<file path="src/rtl/vga_timing_gen.sv">
// vga_timing_gen: parametrised VGA raster timing generator and DAC output stage.
// Counters walk active -> front porch -> sync -> back porch. The stage-0 decode
// (x, y, de, line_start, frame_start) goes to the renderer. Blanking and syncs
// are delayed by the renderer latency so they line up with the returned colour.
module vga_timing_gen #(
    parameter int H_ACTIVE = 640,
    parameter int H_FRONT  = 16,
    parameter int H_SYNC   = 96,
    parameter int H_BACK   = 48,
    parameter int V_ACTIVE = 480,
    parameter int V_FRONT  = 10,
    parameter int V_SYNC   = 2,
    parameter int V_BACK   = 33,
    parameter bit HS_POL   = 1'b0,
    parameter bit VS_POL   = 1'b0,
    parameter int COLOR_W  = 8,
    parameter int PIX_LAT  = 1
) (
    input  logic               clk,
    input  logic               reset,
    output logic [10:0]        x,
    output logic [9:0]         y,
    output logic               de,
    output logic               line_start,
    output logic               frame_start,
    input  logic [COLOR_W-1:0] pix_r,
    input  logic [COLOR_W-1:0] pix_g,
    input  logic [COLOR_W-1:0] pix_b,
    output logic [COLOR_W-1:0] red,
    output logic [COLOR_W-1:0] green,
    output logic [COLOR_W-1:0] blue,
    output logic               h_sync,
    output logic               v_sync,
    output logic               blank_n,
    output logic               sync_n
);

    localparam int H_TOTAL = H_ACTIVE + H_FRONT + H_SYNC + H_BACK;
    localparam int V_TOTAL = V_ACTIVE + V_FRONT + V_SYNC + V_BACK;

    // Comparisons are done one bit wider than the counters so that a sync
    // end equal to the full line/frame length still fits.
    localparam logic [10:0] H_LAST_C = 11'(H_TOTAL - 1);
    localparam logic [9:0]  V_LAST_C = 10'(V_TOTAL - 1);
    localparam logic [11:0] H_ACT_C  = 12'(H_ACTIVE);
    localparam logic [11:0] HS_BEG_C = 12'(H_ACTIVE + H_FRONT);
    localparam logic [11:0] HS_END_C = 12'(H_ACTIVE + H_FRONT + H_SYNC);
    localparam logic [10:0] V_ACT_C  = 11'(V_ACTIVE);
    localparam logic [10:0] VS_BEG_C = 11'(V_ACTIVE + V_FRONT);
    localparam logic [10:0] VS_END_C = 11'(V_ACTIVE + V_FRONT + V_SYNC);

    // Reject geometries the counters cannot hold and unsupported latencies.
    if (H_TOTAL > 2048) begin : g_bad_h_total
        $error("vga_timing_gen: H_TOTAL %0d exceeds 2048", H_TOTAL);
    end
    if (V_TOTAL > 1024) begin : g_bad_v_total
        $error("vga_timing_gen: V_TOTAL %0d exceeds 1024", V_TOTAL);
    end
    if ((PIX_LAT < 0) || (PIX_LAT > 4)) begin : g_bad_pix_lat
        $error("vga_timing_gen: PIX_LAT %0d outside 0..4", PIX_LAT);
    end

    logic [10:0] h_cnt_r;
    logic [9:0]  v_cnt_r;
    logic [11:0] h_ext_s;
    logic [10:0] v_ext_s;
    logic        de_s;
    logic        hs_raw_s;
    logic        vs_raw_s;
    logic        de_d_s;
    logic        hs_d_s;
    logic        vs_d_s;

    // Raster counters: h wraps every line, v advances on the h wrap.
    always_ff @(posedge clk) begin
        if (reset) begin
            h_cnt_r <= 11'd0;
            v_cnt_r <= 10'd0;
        end else if (h_cnt_r == H_LAST_C) begin
            h_cnt_r <= 11'd0;
            if (v_cnt_r == V_LAST_C) begin
                v_cnt_r <= 10'd0;
            end else begin
                v_cnt_r <= v_cnt_r + 10'd1;
            end
        end else begin
            h_cnt_r <= h_cnt_r + 11'd1;
        end
    end

    assign h_ext_s = {1'b0, h_cnt_r};
    assign v_ext_s = {1'b0, v_cnt_r};

    // Stage-0 decode straight from the counters; vs_raw only moves when v_cnt
    // does, i.e. on the h_cnt==0 clock.
    always_comb begin
        de_s        = (h_ext_s < H_ACT_C) && (v_ext_s < V_ACT_C);
        hs_raw_s    = (h_ext_s >= HS_BEG_C) && (h_ext_s < HS_END_C);
        vs_raw_s    = (v_ext_s >= VS_BEG_C) && (v_ext_s < VS_END_C);
        line_start  = (h_cnt_r == 11'd0);
        frame_start = (h_cnt_r == 11'd0) && (v_cnt_r == 10'd0);
    end

    assign x  = h_cnt_r;
    assign y  = v_cnt_r;
    assign de = de_s;

    if (PIX_LAT > 0) begin : g_delay
        // Each entry holds {de, hs_raw, vs_raw}; cleared entries mean blanked
        // with syncs inactive, so no partial pulse escapes after reset.
        logic [2:0] dly_r [PIX_LAT];

        // Shift the control bits along with the renderer pipeline.
        always_ff @(posedge clk) begin
            if (reset) begin
                for (int i = 0; i < PIX_LAT; i++) begin
                    dly_r[i] <= 3'b000;
                end
            end else begin
                dly_r[0] <= {de_s, hs_raw_s, vs_raw_s};
                for (int i = 1; i < PIX_LAT; i++) begin
                    dly_r[i] <= dly_r[i-1];
                end
            end
        end

        assign {de_d_s, hs_d_s, vs_d_s} = dly_r[PIX_LAT-1];
    end else begin : g_no_delay
        assign {de_d_s, hs_d_s, vs_d_s} = {de_s, hs_raw_s, vs_raw_s};
    end

    // DAC output registers: colour is forced to zero whenever blanked.
    always_ff @(posedge clk) begin
        if (reset) begin
            red     <= {COLOR_W{1'b0}};
            green   <= {COLOR_W{1'b0}};
            blue    <= {COLOR_W{1'b0}};
            blank_n <= 1'b0;
            h_sync  <= ~HS_POL;
            v_sync  <= ~VS_POL;
        end else begin
            red     <= de_d_s ? pix_r : {COLOR_W{1'b0}};
            green   <= de_d_s ? pix_g : {COLOR_W{1'b0}};
            blue    <= de_d_s ? pix_b : {COLOR_W{1'b0}};
            blank_n <= de_d_s;
            h_sync  <= hs_d_s ? HS_POL : ~HS_POL;
            v_sync  <= vs_d_s ? VS_POL : ~VS_POL;
        end
    end

    // No sync-on-green.
    assign sync_n = 1'b0;

endmodule

</file>
<file path="config.mk">
export PLATFORM = sky130hd
export DESIGN_NAME = vga_timing_gen
export DESIGN_NICKNAME = d
export VERILOG_FILES = /design/src/rtl/vga_timing_gen.sv
export SDC_FILE = /design/constraint.sdc
export NUM_CORES = 1
export LEC_CHECK = 0
export CAP_MARGIN = 20
export CORE_MARGIN = 1.5
export CORE_UTILIZATION = 45
export DETAILED_ROUTE_END_ITERATION = 10
export GPL_TIMING_DRIVEN = 0
export PLACE_DENSITY_LB_ADDON = 0.2
export SLEW_MARGIN = 0
export SYNTH_ARGS = -nofsm -noshare
export SYNTH_HDL_FRONTEND = slang
export SYNTH_SLANG_ARGS = --single-unit
</file>
<file path="constraint.sdc">
create_clock -name clk -period 2.6 [get_ports clk]
set_input_delay 0.52 -clock clk [delete_from_list [all_inputs] [get_ports clk]]
set_output_delay 0.52 -clock clk [all_outputs]
set_load 0.005 [all_outputs]
</file>
# --- After elaboration in Yosys (flattened, before gate mapping) ---
# Memories as Yosys holds them, arrays and structs flattened.
# Index checks and enable logic that the tools add are counted.
# W data, S select, Z words.
totals:
  ff_bits: 48
  rom_bits: 0
  in_bits: 26
  wordCells: 37
  ramBits: 3
  output_inout_bits: 52
  memories: 1
  latchBits: 0
mem_list:
  columns: ["memory", "depth", "word_bits", "rd", "rd_clocked_by_memory_dff", "wr", "line", "text"]
  rows:
  - ["g_delay.dly_r", 1, 3, 1, 0, 1, "111", "logic [2:0] dly_r [PIX_LAT];"]
classes:
  reduce_logical: 9
  div: 0
  eq_ne: 2
  add_sub_neg: 2
  multipliers: 0
  n_bitwise: 1
  n_shift: 0
  n_lt_le_gt_ge: 6
  muxes: 8
ops:
  columns: ["operator", "n"]
  rows:
  - ["$lt A11 B10 Y1 const B", 2]
  - ["$lt A10 B9 Y1 const B", 2]
  - ["$add A11 B1 Y11 const B", 1]
  - ["$eq A11 B10 Y1 const B", 1]
  - ["$ge A11 B10 Y1 const B", 1]
  - ["$logic_not A11 Y1", 1]
  - ["$add A10 B1 Y10 const B", 1]
  - ["$eq A10 B10 Y1 const B", 1]
  - ["$ge A10 B9 Y1 const B", 1]
  - ["$logic_not A10 Y1", 1]
  - ["$mux W10", 1]
  - ["$mux W1", 6]
  - ["$logic_and A1 B1 Y1", 4]
  - ["$reduce_or A2 Y1", 2]
  - ["$mux W3", 1]
  - ["$reduce_or A3 Y1", 1]
  - ["$not A1 Y1", 1]

# --- Logic depth before layout (Yosys ltp) ---
# Gate-level depths: netlist of run 1.
depth:
  depth_word: 3
  depth_mapped: 7
  depth_no_buf: 5

# --- Least setup slack after synthesis of run 1 ---
# OpenSTA, ideal clock, no wires.
synth_timing:
  path_type: "reg-to-output"
  startpoint: "register h_cnt_r[5], in the netlist x[5]"
  endpoint: "output frame_start"
  stages_incl_launch_ff: 5
  t_required_ps: 2080
  arrival_ps: 1238
  n_path_buf: 1
  slack_ps: 842
  path_cell_list: "dfxtp_1 buf_6 nor4_4 and4b_1 and4_1"
synth_via:
  elab_chain_len: 2
synth_lines:
  columns: ["element", "line", "text"]
  rows:
  - ["start, declared", "63", "logic [10:0] h_cnt_r;"]
  - ["start signal, assigned", "87", "h_cnt_r <= h_cnt_r + 11'd1;"]
  - ["$logic_not A11 Y1", null, null]
  - ["named net line_start", "24", "output logic line_start,"]
  - ["$logic_and A1 B1 Y1", "101", "frame_start = (h_cnt_r == 11'd0) && (v_cnt_r == 10'd0);"]
  - ["end, declared", "25", "output logic frame_start,"]
# The timed path passes the listed nets, and every way through them passes these cells.

# --- Final worst setup path of run 1 ---
layout_timing:
  startpoint: "register h_cnt_r[6], in the netlist x[6]"
  endpoint: "output frame_start"
layout_via:
  elab_chain_len: 2
layout_lines:
  columns: ["element", "line"]
  rows:
  - ["$logic_not A11 Y1", "101"]
  - ["$logic_and A1 B1 Y1", "101"]
# No other way between the ends.

==> results by group, run 1 <==
Run status
  • Status: finished, final reports clean

Die
  • FP Rows: 23
  • Die height: 67.8 um
  • Chip Width: ~68 um
  • I/O pin total: 78
  • Core area: roughly 0.0040 mm^2
  • DIE AREA: roughly 0.0046 mm^2
  • Starting density of the core: 46.9%

Routing
  • Initial drt markers: 63
  • DRT Pass-1 Iters: 5
  • Post-DR vias/cell: 4.76
  • DRC Markers: 0
  • WL/cell: 12.3 um
  • Vias: about 1,600
  • Antenna Nets Post-Route: 0
  • Drt total wl: 4010 um

Hold path
  • Min-delay src: g_delay.dly_r[0][0]
  • Hold Path Cell Cnt: 1
  • Hold Path End: v_sync
  • Worst min-delay path class: reg -> reg

Timing
  • FMAX: roughly 400 MHz
  • Clock Skew: 6.42 ps
  • RSZ-0062 raised after global routing: no
  • Crit share post-route: approximately 96%
  • Max-slew violation total from the final report: 0
  • Tmin final: approximately 2500 ps
  • Fin. Hold Viols: 0
  • Final Setup Violations: 0
  • Final WS setup: between 100 and 150 ps
  • Setup TNS: 0 ps

Placement
  • Port bufs: 76
  • RePlAce Congestion: between 0.7 and 0.8
  • Pre-CTS setup slack: 254 ps
  • Dpl cell area: 0.00271 mm^2
  • Final HPWL DP: 2880 um
  • Placed cells: between 300 and 400

Finish
  • Antenna fix cells: 0
  • Fin nets: 305
  • Layout fillers: 342
  • Final Cell Area: ~0.0028 mm^2
  • Area growth from synthesis to layout: 49.2%
  • Finished Layout Cells: 326
  • Layout cells sized above 1: around 6.5%

Global route
  • Grt met2 use: 29.5%
  • Total grt overflow: 0
  • GRT busiest layer: met2
  • Initial antenna violation count: 0
  • Largest net degree at the start of global routing: 17
  • Met3 global-route usage: 7.00%
  • Gr usage total: between 10% and 20%
  • Met1 Track Usage GR: 21.5%
  • First-pass GRT wire length: 6180 um
  • Vias in the first global route: 1,374

Power
  • Pwr Density: 503 mW/mm^2
  • Maximum VDD drop: 0.275 mV
  • Sw power: 308 uW
  • Sw Ratio: 21.7%
  • P_int: 1110 uW
  • Comb power frac: 9.1%
  • Design Power: 1420 uW
  • Sequential Power Share: between 50% and 60%
  • Clock network power share: 33.7%
  • Pleak: 0.00107 uW

Critical path
  • CP arrival: 1970 ps
  • Maximum fanout along the worst path: 8
  • Reg2Reg Setup Slack: 820 ps
  • Worst Setup End Kind: output pin
  • Reg2reg path depth: 5
  • Reg2reg end: y[9]
  • Worst Path Required: 2080 ps
  • Setup CP Type: reg -> out
  • Reg2reg start: x[0]
  • Startpoint Class: flop

Clock tree
  • Clock Path Buffers: 2
  • H-tree Lvls: 2
  • Total CTS buffers: 5
  • CTS tree: built
  • Clock sink total: 51
  • Skew-Pair Late Insertion Delay: 300 ps
  • Clock Pin Slew Worst Setup and Hold Paths: 90 ps
  • Hold buffer count at CTS: 0
  • CTS root buf: clkbuf_8
  • Resize count post-CTS: 0

Synthesis
  • Prevailing post-synth register cell: dfxtp_1
  • Ys Warns: 0
  • Cell count after synthesis: 191
  • Sequential fraction of the synthesis area: 54.1%
  • Mapped Nets: 221
  • Post-Syn Area per Cell: 9.89 um^2
  • Post-synth EDFFs: 0
  • Asr flop ratio synth: 0%
  • Synth cell types: 32
  • Post-synthesis register bit count: 51
  • Post-Syn Area: 0.00189 mm^2

Flow run
  • Max-Cap Viols: 0
==> sequential cells by signal, indices dropped and copies added (netlist names) <==
| register | flops |
|---|---|
| x | 11 |
| y | 10 |
| blue | 8 |
| green | 8 |
| red | 8 |
| g_delay.dly_r | 3 |
| blank_n | 1 |
| h_sync | 1 |
| v_sync | 1 |
==> worst max-delay path by stage <==
stage | startpoint | end | slack, ps
3_3_place_gp | x[5] | frame_start | 240
2_1_floorplan | x[5] | frame_start | 840
4_1_cts | x[6] | frame_start | 90
3_5_place_dp | x[5] | frame_start | 250
6_report | x[6] | frame_start | 110
5_1_grt | x[6] | frame_start | 30
==> per-stage QoR <==
stage	utilization, %	hold slack, ps
floorplan	-	356
global placement	67.3	358
detailed placement	67.3	362
CTS	69.9	384
global route	69.9	420
finish	69.9	382
==> layout make-up <==
cell class	count	area [um^2]	area share [%]
tap	50	62.6	2.22
multi-input combinational	127	801	28.4
clock inverter	2	16.3	0.577
inverter	5	18.8	0.666
timing repair buffer	77	768	27.3
sequential	51	1020	36.2
clock buffer	6	82.6	2.93
buffer	8	47.5	1.69
==> per-layer routing <==
metal / vias to the layer above / part of all wire (%)
met3: 4 / 9.7
met1: 682 / 46
li1: 799 / -
met4: 0 / 0.97
met2: 67 / 43
met5: - / 0
==> critical path, cell delays in order, from the launching register on <==
cell and delay (ps):
dfxtp_1 410, nor4_4 300, and4b_1 270, and4_1 190, clkdlybuf4s50_1 500
==> cells in the final DEF, fill, tap and decap left out, drive strengths merged, types with 6 or more instances in the layout <==
master and n:
xnor2 6, buf 6, nor2 19, dfxtp 51, clkbuf 9, o21ai 6
nand2 8, and3 8, xor2 7, and2 24, clkdlybuf4s50 76, nand4 6
==> kinds of logic (layout without fill, tap and decap cells) <==
logic type / count (synthesis) / after routing / share of synthesized area, %
compound gates: 12 / 12 / 3.45
xor+xnor: 13 / 13 / 6.03
fa+ha+maj: 4 / 4 / 2.65
buf+inv: 13 / 98 / 3.51
flops: 51 / 51 / 54.1
mux: 1 / 1 / 0.530
other cells: 1 / 1 / 0.199
simple gates: 96 / 96 / 29.6
==> timing repair <==
item	in CTS	in global routing
setup endpoints to repair	1	0
buffers inserted	1	0
endpoints found under the hold margin	0	0
==> power by group through the flow <==
stage          Combinational, uW  Sequential (uW)  Clock [uW]
2_1_floorplan               35.7              831           0
3_3_place_gp                 129              829           0
3_5_place_dp                 130              830           0
4_1_cts                      131              812         490
5_1_grt                      143              814         521
6_report                     129              811         477
==> synth_stat cells (2+ instances only) <==
library cell	instances	area, um^2
nand3_1	5	25.0
nand2b_1	2	12.5
or3_1	5	31.3
o21ai_0	6	30.0
xor2_1	7	61.3
and2_1	24	150
nand4_1	5	31.3
and4_1	3	26.3
xnor2_1	6	52.6
nor2b_1	3	18.8
dfxtp_1	51	1020
inv_1	5	18.8
a21oi_1	5	25.0
clkbuf_1	3	11.3
buf_2	2	10.0
buf_4	2	15.0
nor4_1	3	18.8
nor3_1	5	25.0
nor2_1	19	71.3
ha_1	4	50.1
nand2_1	8	30.0
and3_1	8	50.1
No activity file was read; power rests on OpenSTA's default activity.
==> inputs of run 2 (changes only) <==
CTS_CLUSTER_SIZE = 40   (was unset)
SLEW_MARGIN = unset   (was 0)
==> results of run 2 <==
Same layout as run 1: the final DEF is identical, and so are final timing and power.
